File: config.mk
export PLATFORM = sky130hd
export DESIGN_NAME = fir_ntap_mac
export DESIGN_NICKNAME = d
export VERILOG_FILES = /design/src/rtl/fir_pkg.sv /design/src/rtl/fir_mac_unit.sv /design/src/rtl/fir_ntap_mac.sv
export SDC_FILE = /design/constraint.sdc
export NUM_CORES = 1
export LEC_CHECK = 0
export CAP_MARGIN = 20
export CORE_MARGIN = 2
export CORE_UTILIZATION = 50
export DETAILED_ROUTE_END_ITERATION = 7
export PLACE_DENSITY = 0.66
export SLEW_MARGIN = 10
export SYNTH_ARGS = -nofsm -noshare
export SYNTH_HDL_FRONTEND = slang
export SYNTH_SLANG_ARGS = --single-unit
export TNS_END_PERCENT = 30
File: constraint.sdc
create_clock -name CLK -period 21.5 [get_ports CLK]
set_input_delay 3.225 -clock CLK [delete_from_list [all_inputs] [get_ports CLK]]
set_output_delay 3.225 -clock CLK [all_outputs]
set_load 0.01 [all_outputs]
File: src/rtl/fir_pkg.sv
// Shared types and elaboration-time helpers for the N-tap time-multiplexed FIR.
package fir_pkg;

    // Controller states: wait for a sample, run the taps, present the result.
    typedef enum logic [1:0] {
        IDLE = 2'd0,
        MAC  = 2'd1,
        OUT  = 2'd2
    } fir_state_e;

    // Accumulator width: a full-precision product plus enough guard bits
    // for NTAPS additions, so the sum can never overflow.
    function automatic int unsigned acc_w(input int unsigned wl,
                                          input int unsigned cwl,
                                          input int unsigned ntaps);
        return wl + cwl + $clog2(ntaps);
    endfunction

    // Width of a tap index / delay-line pointer.
    function automatic int unsigned ptr_w(input int unsigned ntaps);
        return (ntaps > 1) ? $clog2(ntaps) : 1;
    endfunction

    // Width of the tap counter, which must also hold NTAPS itself (drain step).
    function automatic int unsigned cnt_w(input int unsigned ntaps);
        return $clog2(ntaps + 1);
    endfunction

    // Clamp a signed value to the range of a signed owl-bit word.
    function automatic logic signed [63:0] saturate(input logic signed [63:0] v,
                                                    input int unsigned       owl);
        logic signed [63:0] hi;
        logic signed [63:0] lo;
        hi = (64'sd1 <<< (owl - 1)) - 64'sd1;
        lo = -(64'sd1 <<< (owl - 1));
        if (v > hi) begin
            return hi;
        end else if (v < lo) begin
            return lo;
        end
        return v;
    endfunction

endpackage

File: src/rtl/fir_mac_unit.sv
// Registered signed multiply-accumulate: the product is registered first,
// then added into the accumulator one cycle later.
module fir_mac_unit #(
    parameter int unsigned AW   = 16,
    parameter int unsigned BW   = 16,
    parameter int unsigned ACCW = 35
) (
    input  logic                   clk_i,
    input  logic                   rst_i,
    input  logic                   clr_i,
    input  logic                   en_i,
    input  logic signed [AW-1:0]   a_i,
    input  logic signed [BW-1:0]   b_i,
    output logic signed [ACCW-1:0] acc_o
);

    logic signed [AW+BW-1:0] prod_q, prod_d;
    logic                    pvld_q, pvld_d;
    logic signed [ACCW-1:0]  acc_q, acc_d;

    // Next-state: product stage tracks en_i, accumulator adds the registered product.
    always_comb begin
        prod_d = a_i * b_i;
        pvld_d = en_i & ~clr_i;
        acc_d  = acc_q;
        if (clr_i) begin
            acc_d = '0;
        end else if (pvld_q) begin
            acc_d = acc_q + ACCW'(prod_q);
        end
    end

    // Pipeline and accumulator registers.
    always_ff @(posedge clk_i or posedge rst_i) begin
        if (rst_i) begin
            prod_q <= '0;
            pvld_q <= 1'b0;
            acc_q  <= '0;
        end else begin
            prod_q <= prod_d;
            pvld_q <= pvld_d;
            acc_q  <= acc_d;
        end
    end

    assign acc_o = acc_q;

endmodule

File: src/rtl/fir_ntap_mac.sv
// N-tap direct-form FIR sharing one MAC across all taps, with run-time
// loadable coefficients and valid/ready handshakes on both sides.
// Build option: FIR_SAT_EN selects round-half-up plus saturation on the output;
// without it the output is the truncated, wrapping slice of the shifted accumulator.
module fir_ntap_mac
    import fir_pkg::*;
#(
    parameter int unsigned WL    = 16,
    parameter int unsigned CWL   = 16,
    parameter int unsigned NTAPS = 8,
    parameter int unsigned OWL   = 16,
    parameter int unsigned SHIFT = 15
) (
    input  logic                         CLK,
    input  logic                         RST,
    input  logic                         x_valid,
    output logic                         x_ready,
    input  logic signed [WL-1:0]         x,
    input  logic                         coef_we,
    input  logic [ptr_w(NTAPS)-1:0]      coef_addr,
    input  logic signed [CWL-1:0]        coef_data,
    output logic                         y_valid,
    input  logic                         y_ready,
    output logic signed [OWL-1:0]        y
);

    localparam int unsigned ACCW = acc_w(WL, CWL, NTAPS);
    localparam int unsigned PW   = ptr_w(NTAPS);
    localparam int unsigned KW   = cnt_w(NTAPS);

    fir_state_e             state_q, state_d;
    logic [PW-1:0]          wr_ptr_q, wr_ptr_d;
    logic [KW-1:0]          k_q, k_d;
    logic signed [WL-1:0]   dline_q [NTAPS];
    logic signed [CWL-1:0]  coef_q  [NTAPS];

    logic                   mac_clr, mac_en;
    logic [PW-1:0]          rd_idx, c_idx;
    int unsigned            rd_sum;
    logic signed [ACCW-1:0] acc;

    // Controller: next state, counters and handshake outputs.
    // The MAC unit registers its product, so MAC lingers one extra cycle
    // (k == NTAPS) to let the last product land in the accumulator.
    always_comb begin
        state_d  = state_q;
        k_d      = k_q;
        wr_ptr_d = wr_ptr_q;
        x_ready  = 1'b0;
        y_valid  = 1'b0;
        mac_clr  = 1'b0;
        mac_en   = 1'b0;
        unique case (state_q)
            IDLE: begin
                x_ready = ~RST;
                if (x_valid) begin
                    state_d = MAC;
                    k_d     = '0;
                    mac_clr = 1'b1;
                end
            end
            MAC: begin
                if (k_q == KW'(NTAPS)) begin
                    state_d = OUT;
                end else begin
                    mac_en = 1'b1;
                    k_d    = k_q + 1'b1;
                end
            end
            OUT: begin
                y_valid = 1'b1;
                if (y_ready) begin
                    state_d  = IDLE;
                    wr_ptr_d = (wr_ptr_q == PW'(NTAPS - 1)) ? '0 : wr_ptr_q + 1'b1;
                end
            end
            default: state_d = IDLE;
        endcase
    end

    // Controller registers.
    always_ff @(posedge CLK or posedge RST) begin
        if (RST) begin
            state_q  <= IDLE;
            k_q      <= '0;
            wr_ptr_q <= '0;
        end else begin
            state_q  <= state_d;
            k_q      <= k_d;
            wr_ptr_q <= wr_ptr_d;
        end
    end

    // Tap addressing: x[n-k] sits at (wr_ptr - k) mod NTAPS, h[k] at k.
    always_comb begin
        rd_sum = NTAPS + 32'(wr_ptr_q) - 32'(k_q);
        if (rd_sum >= NTAPS) begin
            rd_sum = rd_sum - NTAPS;
        end
        rd_idx = PW'(rd_sum);
        c_idx  = (32'(k_q) < NTAPS) ? PW'(k_q) : '0;
    end

    // Delay line and coefficient file; both only change while IDLE, and a
    // coefficient write in the same cycle as an accepted sample is seen by it.
    always_ff @(posedge CLK or posedge RST) begin
        if (RST) begin
            for (int unsigned i = 0; i < NTAPS; i++) begin
                dline_q[i] <= '0;
                coef_q[i]  <= '0;
            end
        end else begin
            if ((state_q == IDLE) && coef_we && (32'(coef_addr) < NTAPS)) begin
                coef_q[coef_addr] <= coef_data;
            end
            if ((state_q == IDLE) && x_valid) begin
                dline_q[wr_ptr_q] <= x;
            end
        end
    end

    fir_mac_unit #(
        .AW   (CWL),
        .BW   (WL),
        .ACCW (ACCW)
    ) u_mac (
        .clk_i (CLK),
        .rst_i (RST),
        .clr_i (mac_clr),
        .en_i  (mac_en),
        .a_i   (coef_q[c_idx]),
        .b_i   (dline_q[rd_idx]),
        .acc_o (acc)
    );

`ifdef FIR_SAT_EN
    localparam int unsigned          RSH = (SHIFT > 0) ? SHIFT - 1 : 0;
    localparam logic signed [ACCW:0] RND = (SHIFT > 0) ? ((ACCW+1)'(1) <<< RSH) : '0;

    logic signed [ACCW:0] rnd_sum;
    logic signed [ACCW:0] shifted;
    logic signed [63:0]   wide;

    // Output scaling: round half up, arithmetic shift, clamp to OWL bits.
    always_comb begin
        rnd_sum = {acc[ACCW-1], acc} + RND;
        shifted = rnd_sum >>> SHIFT;
        wide    = {{(63 - ACCW){shifted[ACCW]}}, shifted};
        y       = OWL'(saturate(wide, OWL));
    end
`else
    // Output scaling: arithmetic shift, keep the low OWL bits (wraps on overflow).
    always_comb begin
        y = OWL'(acc >>> SHIFT);
    end
`endif

endmodule

* After elaboration in Yosys (flattened, before gate mapping)
Index checks and enable logic that the tools add are counted.
** Storage, ports and cells
- Output and inout port bits :: 18
- Register bits :: 333
** Operators by class
- $add $sub $neg :: 6
- Equality and inequality tests :: 8
- Bitwise gates (word level) :: 7
- $mul :: 1
- Magnitude comparators :: 8
- Reduce and logical (&&, ||, !) cells :: 10
- Multiplexer cells :: 30
** Operators with widths (count)
- bitwise mux 128 bit :: 2
- binary-select mux 16 bit (select 3 bit) :: 2
- demux 16 bit (select 3 bit) :: 2
- 2-to-1 mux 16 bit :: 6
- 2-to-1 mux 35 bit :: 2
- adder 35 x 32 -> 35 bit :: 1
- >= comparator 32 x 4 -> 1 bit (second input constant) :: 1
- multiplier 16 x 16 -> 32 bit :: 1
- >= comparator 4 bit (second input constant) :: 4
- inverter 3 -> 4 bit :: 4
- 2-to-1 mux 3 bit :: 3
- less-than comparator 4 x 1 -> 1 bit (second input constant) :: 2
- 2-to-1 mux 4 bit :: 2
- inequality test 2 bit (second input constant) :: 4
- case mux 4 bit (2 select lines) :: 1
- 2-to-1 mux 1 bit :: 6
- 2-to-1 mux 2 bit :: 3
- case mux 2 bit (3 select lines) :: 1
- AND reduction 3 bit :: 2
- subtractor 5 x 4 -> 6 bit :: 1
- adder 4 x 3 -> 5 bit (first input constant) :: 1
- adder 4 x 1 -> 4 bit (second input constant) :: 1
- == test 4 bit (second input constant) :: 1
- logical AND 1 bit :: 4
- other kinds (11) :: 13

* Logic depth before layout (Yosys ltp)
- Depth in word-level cells :: 9
- Gate-level depth with buffers :: 35
- Mapped depth without buffers :: 32

* Cells and area by module
Synthesis repeated with hierarchy kept, for this count alone.
** Second synthesis, totals
- Cell total of the unflattened synthesis :: 2337
- Area, all modules :: 26232.7 µm²
** By module, submodules not included
- fir_mac_unit :: cells each 1511, area an instance 13905.8 µm², instances 1, sequential area each 1701.6 µm²
- fir_ntap_mac :: cells each 826, area an instance 12326.8 µm², instances 1, sequential area each 6631.4 µm²

* Least setup slack after synthesis
Ideal clock, no wire load.
- Kind :: register to register
- Start :: reg wr_ptr_q[0]
- End :: reg u_mac.prod_q[30]
- Buffers on the path :: 2
- Stages on the path, launching flop included :: 32
- Arrival :: 8.156 ns
- Clock period less this slack :: 8.236 ns
- Slack :: 13.264 ns
- Path through :: dfrtp_1 -> inv_1 -> ha_1 -> inv_1 -> fa_1 -> xnor2_4 -> xnor2_2 -> buf_2 -> buf_2 -> mux4_2 -> mux2_2 -> nand2_1 -> inv_1 -> fa_1 -> inv_1 -> fa_1 -> inv_1 -> fa_1 -> fa_1 -> fa_1 -> inv_1 -> fa_1 -> inv_1 -> ha_1 -> and3_1 -> and3_1 -> a221o_1 -> a21oi_1 -> a21oi_1 -> o21a_1 -> nor2_1 -> xnor2_1
** Between the ends
- Word-level cells in the longest chain between the ends :: 9
** RTL lines
- start: declaration :: line fir_ntap_mac.sv:32 : logic [PW-1:0] wr_ptr_q, wr_ptr_d;
- start signal: assignment :: line fir_ntap_mac.sv:90 : wr_ptr_q <= wr_ptr_d;
- adder 4 x 3 -> 5 bit * :: line fir_ntap_mac.sv:96 : rd_sum = NTAPS + 32'(wr_ptr_q) - 32'(k_q);
- subtractor 5 x 4 -> 6 bit * :: line fir_ntap_mac.sv:96
- >= comparator 32 x 4 -> 1 bit / subtractor 3 x 1 -> 3 bit (equally long branches) :: line fir_ntap_mac.sv:97, fir_ntap_mac.sv:98
- 2-to-1 mux 3 bit * :: line fir_ntap_mac.sv:97 : if (rd_sum >= NTAPS) begin
- inverter 3 -> 4 bit (implied by the code) * :: line fir_ntap_mac.sv:132 : .b_i (dline_q[rd_idx]),
- binary-select mux 16 bit (select 3 bit) * :: line fir_ntap_mac.sv:132
- 2-to-1 mux 16 bit (implied by the code) * (2 in series) :: line fir_ntap_mac.sv:132
- multiplier 16 x 16 -> 32 bit * :: line fir_mac_unit.sv:23 : prod_d = a_i * b_i;
- named net u_mac.prod_d[30] :: line fir_mac_unit.sv:17 : logic signed [AW+BW-1:0] prod_q, prod_d;
- end signal: assignment :: line fir_mac_unit.sv:40 : prod_q <= prod_d;
- end: declaration :: line fir_mac_unit.sv:17
Mark *: on every way through the listed nets, which the timed path passes. The rest lies on a longest branch. The select of a mux whose other input is x is not followed.
A chain may end at the register's enable or synchronous reset.

* Worst setup path in the final report
- Start :: reg k_q[0]
- End :: reg u_mac.prod_q[30]
** Between the ends
- Word-level cells in the longest chain between the ends :: 8
** RTL lines
- start: declaration :: line fir_ntap_mac.sv:33 : logic [KW-1:0] k_q, k_d;
- start signal: assignment :: line fir_ntap_mac.sv:89 : k_q <= k_d;
- subtractor 5 x 4 -> 6 bit :: line fir_ntap_mac.sv:96
- >= comparator 32 x 4 -> 1 bit / subtractor 3 x 1 -> 3 bit (equally long branches) :: line fir_ntap_mac.sv:97, fir_ntap_mac.sv:98
- 2-to-1 mux 3 bit :: line fir_ntap_mac.sv:97
- inverter 3 -> 4 bit (implied by the code) :: line fir_ntap_mac.sv:132
- binary-select mux 16 bit (select 3 bit) :: line fir_ntap_mac.sv:132
- 2-to-1 mux 16 bit (implied by the code) (2 in series) :: line fir_ntap_mac.sv:132
- multiplier 16 x 16 -> 32 bit * :: line fir_mac_unit.sv:23
- named net u_mac.prod_d[30] :: line fir_mac_unit.sv:17
Marked as above.

==> impl_metrics.ini <==
[global_routing]
track_usage = 0.224
grt_max_degree = 206
met1_usage = 0.306
grt_pass1_wl_mm = 93.1
grt_overflow_total = 0
grt_use_met2 = 0.374
top_usage_layer = met2
grt_pass1_vias = 17400
antenna_found_initial = 1
use_met3 = 0.0445

[sta]
setup_viol = 0
max_slew_margin = 0.244
period_minus_slack_ns = 9.19
tns_ns = 0
hold_violations = 0
rsz0062_at_grt = no
drv_slew = 0
max_slew.worst_pin.slew_ns = 1.13
fmax_ghz = 0.109
fin_worst_skew_ns = 0.0254
fin_crit_sh = 0.428

[synth]
ys_seq_area_frac = 0.326
synth_mux_area_frac = 0.180
synth_edf_count = 0
synthFlopType = dfrtp_1
ys_ff_latch = 328
synthDistinctLibCells = 65
synth_cells = 2263
yosys.area_share.simple = 0.0843
synthAdderAreaFrac = 0.262
async_flop_share = 1.00
yosys_warnings = 0
synth-xor-area-share = 0.0212
yosysTopAreaCellShare = 0.326
syn_nets = 2676
synth_compound_area_frac = 0.0596
synth_top_cell_by_area = dfrtp_1
synthesis.area_sq_um = 25200
synth.avg_cell_area_sq_um = 11.1
synth_top_family_by_area = adder cells
ys_top_cells_by_area = dfrtp_1 33%, fa_1 21%, mux2_2 12%

[detailed_routing]
drc = 0
dr.pass1.iters = 5
wire_per_inst_um = 19.0
postRouteAntennaNets = 0
avgViaCountPerCell = 5.47
vias = 16300
drt_iter0_markers = 988
wirelength_mm = 56.7

[setup_path]
cp-end-kind = flip-flop
critPathLaunchType = flip-flop
r2r-end = u_mac.prod_q[30]
worstRegToRegCells = 29
max_stage_delay_ns = 0.71
path_max_fanout = 36
cp_common_cell = fa_1
required_ns = 21.96
r2r_slack_ns = 12.31
reg2reg_from = k_q[0]
criticalPathCategory = reg -> reg
worst_path_max_delay_cell = fa_1
crit_arrival_ns = 9.66

[min_path]
min_path_cells = 1
holdPathEnd = coef_q[99]
hold_path_class = reg -> reg
min-delay-start = coef_q[99]

[clocking]
clkTransAtPathRegs_ns = 0.06
clock_path_buffers = 3
cts_buffers = 38
root_buffer = clkbuf_16
htreeDepth = 2
postCtsSetupBuffers = 0
clock_sinks = 328
cts_tree = built
clock_latency_ns = 0.57
holdBufCountCts = 0
cts_resized = 0

[floorplanning]
dieWidth_um = 228
placeableCoreArea_sq_um = 50000
io_pins = 58
start_util = 0.504
die_h_um = 228
die_area_sq_um = 52100
rows = 82

[final_layout]
nets = 2696
drive_above_1_share = 0.181
fillers = 4289
area_growth_pct = 9.27
antennaDiodeCount = 0
multi_input_area_sq_um = 15300
seq_area_sq_um = 8210

[place]
dp_hpwl_mm = 42.1
gp_congestion = 0.913
port_buffers = 57

[flow_run]
cap_violations = 0

[outcome]
status = completed
## layer usage
metal	part of all wire	wire (um)	up-vias
met5	0	0	-
met4	0.018	1020	0
met3	0.053	3030	67
met2	0.48	27000	364
met1	0.45	25600	8434
li1	-	-	7458
## registers in the layout, summed over array words and instances (netlist names)
signal        cells
coef_q          128
dline_q         128
k_q               4
state_q           2
u_mac.acc_o      31
u_mac.prod_q     31
u_mac.pvld_q      1
wr_ptr_q          3
## worst max-delay path by stage
stage | from | end | depth (start not counted)
2_1_floorplan | RST | coef_q[0] | 1
3_3_place_gp | k_q[0] | u_mac.prod_q[30] | 29
3_5_place_dp | k_q[0] | u_mac.prod_q[30] | 29
4_1_cts | k_q[0] | u_mac.prod_q[30] | 29
5_1_grt | k_q[2] | u_mac.prod_q[30] | 28
6_report | k_q[0] | u_mac.prod_q[30] | 29
## Yosys cell counts (10+ instances only)
| library cell | instances |
|---|---|
| nor2b_1 | 18 |
| o22ai_1 | 13 |
| dfrtp_1 | 328 |
| nand3_1 | 14 |
| nor3_1 | 10 |
| nor2_1 | 213 |
| nand2_1 | 154 |
| mux2i_1 | 32 |
| ha_1 | 115 |
| or2_2 | 11 |
| inv_1 | 324 |
| buf_1 | 11 |
| a21oi_1 | 85 |
| clkbuf_1 | 55 |
| mux4_2 | 51 |
| and2_1 | 10 |
| and3_1 | 15 |
| buf_2 | 16 |
| a21o_1 | 33 |
| mux2_2 | 267 |
| fa_1 | 258 |
| o21ai_0 | 51 |
| nand2b_1 | 20 |
| buf_4 | 17 |
| xnor2_1 | 42 |
| o21a_1 | 10 |
| xor2_1 | 14 |
## worst max-delay path: cells and delay by family (launching register included)
kind | cells | cell delay, ns
fa+ha+maj | 9 | 4.28
buf+inv | 7 | 1.33
mux | 2 | 1.07
compound gates | 4 | 0.91
simple gates | 4 | 0.67
xor+xnor | 3 | 0.48
flops | 1 | 0.32
## cell families (layout without fill, tap and decap cells)
family | Yosys count | count (layout)
buf+inv | 424 | 471
compound gates | 242 | 242
simple gates | 486 | 486
fa+ha+maj | 373 | 373
xor+xnor | 58 | 58
mux | 352 | 352
flops | 328 | 328
## final cells by class
class	instances	area share
clock inverters	8	0.00278
repair buffers	79	0.0275
well taps	672	0.0306
clock buffers	59	0.0396
flip-flops and latches	328	0.299
multi-input cells	1511	0.556
inverters	325	0.0446
## cell usage in the layout (no fill, tap or decap), types with 11 or more instances in the layout
cell type        Yosys  final
nor2b_1             18     18
clkbuf_1            55     15
o21ai_0             51     51
a21oi_1             85     85
fa_1               258    258
o22ai_1             13     13
dfrtp_1            328    327
a21o_1              33     33
mux2i_1             32     32
buf_4               17     20
nand2b_1            20     19
clkbuf_16            0     38
ha_1               115    114
nand2_1            154    154
nand3_1             14     14
mux2_2             267    267
xor2_1              14     14
clkdlybuf4s50_1      0     57
mux4_2              51     51
or2_2               11     11
and3_1              15     15
xnor2_1             42     42
inv_1              324    323
nor2_1             213    213
## per-stage QoR
stage	worst slack, ns	utilization	area [sq um]	hold slack, ns	instances
detailed placement	12.31	0.527	26300	0.487	2914
global placement	12.50	0.526	26300	0.482	2913
global route	11.75	0.550	27500	0.513	2982
floorplan	9.19	-	25200	0.474	2263
CTS	12.27	0.550	27500	0.500	2981
finish	12.31	0.550	27500	0.500	2982
Power is left out: the tool's default activity adds up to more than one toggle a clock period on the data nets, which glitch-free logic cannot reach.
==> variant, RTL diff (same settings) <==
Set the parameter `CWL` to 17 (it was 16).
--- a/src/rtl/fir_ntap_mac.sv
+++ b/src/rtl/fir_ntap_mac.sv
@@ -6,7 +6,7 @@
     import fir_pkg::*;
 #(
     parameter int unsigned WL    = 16,
-    parameter int unsigned CWL   = 16,
+    parameter int unsigned CWL   = 17,
     parameter int unsigned NTAPS = 8,
     parameter int unsigned OWL   = 16,
     parameter int unsigned SHIFT = 15
Interface: changed (resized coef_data); port bits go from 58 to 59. The function was not compared with the original's and may differ.
==> variant against the original RTL <==
Sequential cell count grew 8; setup slack improved by 210 ps; area after synthesis is 3.3% higher; global-route usage decreased by 0.44 points; core utilization rose by 0.64 points; final area up 3.9%; wire length is 0.32% lower.
Power is not shown: default switching activity piles up to over one toggle a cycle in this logic, so the estimate is an artifact.
==> variant: results (changes against the original RTL) <==
* Outcome: completed (unchanged)
* Min-Delay Startpoint: coef_q[104] (was coef_q[99])
* GP Congestion at 0.8799 (was 0.9129)
* Bufs on Longest Clock Path at 3 (unchanged)
* Resize count post-CTS at 0 (unchanged)
* Sequential area share after synthesis at 0.3236 (was 0.3262)
* Clk_lat worst skew at 570 ps (about the same)
* Synth area leaders: dfrtp_1 (32%), fa_1 (20%), mux2_2 (12%), ha_1 (5.6%), mux4_2 (4.9%) (was dfrtp_1 (33%), fa_1 (21%), mux2_2 (12%), ha_1 (5.7%), inv_1 (4.8%))
* Worst min-delay path class: flop to flop (unchanged)
* DR vias at 16580 (was 16320)
* TritonCTS buffer count at 38 (unchanged)
* Placed cell area at 0.02717 sq mm (was 0.02632 sq mm)
* HPWL after DPL at 41530 um (was 42090 um)
* CP dominant cell by count: fa_1 (unchanged)
* R2R Path End: u_mac.prod_q[30] (unchanged)
* H-tree depth at 2 (unchanged)
* All-Layer GR Usage at 0.2200 (was 0.2244)
* Min Clock Period, post-route at 8983 ps (was 9193 ps)
* Asr flop ratio synth at 1.000 (unchanged)
* Reg2Reg Setup Slack at 12520 ps (was 12310 ps)
* R2r worst-path depth at 29 (unchanged)
* Hold EP: coef_q[104] (was coef_q[99])
* Share of cells above drive strength 1 at 0.2154 (was 0.1805)
* Vias in the first global route at 17930 (was 17450)
* CP Data Arrival Time at 9410 ps (was 9660 ps)
* Post-CTS setup buffers at 0 (unchanged)
* WS Path Type: flop to flop (unchanged)
* Routed len/inst at 18.65 um (was 19.02 um)
* Initial antenna violation count at 3 (was 1)
* Fill cell count at 4389 (was 4289)
* Largest net degree at the start of global routing at 103 (was 206)
* Synth cell types at 71 (was 65)
* First-pass GRT wire length at 93840 um (was 93120 um)
* DR iter-0 viols at 814 (was 988)
* Cells after synthesis at 2290 (was 2263)
* Slowest CP cell: mux2i_1 (was fa_1)
* Commonest cells in the netlist: dfrtp_1 (336), inv_1 (335), mux2_2 (266) (was dfrtp_1 (328), inv_1 (324), mux2_2 (267))
* Clock-pin slew on the worst setup and hold paths at 60 ps (about the same)
* Fin Hold WS at 498.2 ps (was 499.7 ps)
* Mapped Nets at 2711 (was 2676)
* DR pass1 iterations at 7 (was 5)
* Slew headroom at 0.2412 (was 0.2438)
* Hold Path Depth at 1 (unchanged)
* Largest stage delay, worst path at 730 ps (was 710 ps)
* Ys Warns at 0 (unchanged)
* Placed Cells at 2958 (was 2914)
* Crit Path Max Fanout at 33 (was 36)
* Final WL at 56530 um (was 56710 um)
* Setup Skew at 29.71 ps (was 25.37 ps)
* Port Buffers at 58 (was 57)
* Top flop regs: coef_q (136), dline_q (128) (was coef_q (128), dline_q (128))
* Pre-CTS setup slack at 12500 ps (was 12310 ps)
## variant: changes by cell type in the layout (fill, tap and decap cells not counted), moves of 7 or more
cell,before,now
a21o_1,33,21
a21oi_1,85,61
buf_4,20,31
clkbuf_1,15,6
dfrtp_1,327,335
inv_1,323,334
mux2i_1,32,39
nand2_1,154,92
nand2b_1,19,38
nor3_1,10,17
o21ai_0,51,44
or2_2,11,59
## variant: area by class of cell
class | count | area, sq um | area share
Multi-Input combinational cell | 1516 | 15810 | 0.5537
Sequential cell | 336 | 8409 | 0.2944
Inverter | 336 | 1269 | 0.04442
Clock buffer | 54 | 1111 | 0.03890
Timing Repair Buffer | 93 | 890.9 | 0.03119
Tap cell | 680 | 850.8 | 0.02979
Clock inverter | 14 | 210.2 | 0.007360
Antenna cell | 2 | 5.005 | 0.0001752
## variant: logic make-up (layout without fill, tap and decap cells)
kind of cell,after synthesis,count (layout),synth area share
adders and majority gates,380,380,0.2593
muxes,370,370,0.1837
AOI/OAI and AO/OA,208,208,0.05138
xor gates and xnor gates,66,66,0.02326
other,0,2,0
DFF,336,336,0.3236
and+or+nand+nor,492,492,0.08981
buffers and inverters,438,497,0.06905
## variant: routing by layer
| layer | GRT usage | up-vias | wire length, um |
|---|---|---|---|
| met5 | 0 | - | 0 |
| met4 | 0.07292 | 0 | 1734 |
| met3 | 0.03561 | 112 | 2752 |
| met2 | 0.3668 | 425 | 26930 |
| met1 | 0.2941 | 8487 | 25120 |
| li1 | - | 7558 | - |
## variant: worst register-to-register path: cells and delay by family, from the launching register on
family	cells	cell delay (ps)
AOI/OAI and AO/OA	6	1070
xor gates and xnor gates	3	500
adders and majority gates	9	3950
buffers and inverters	7	1380
and+or+nand+nor	2	540
muxes	2	1110
DFF	1	320
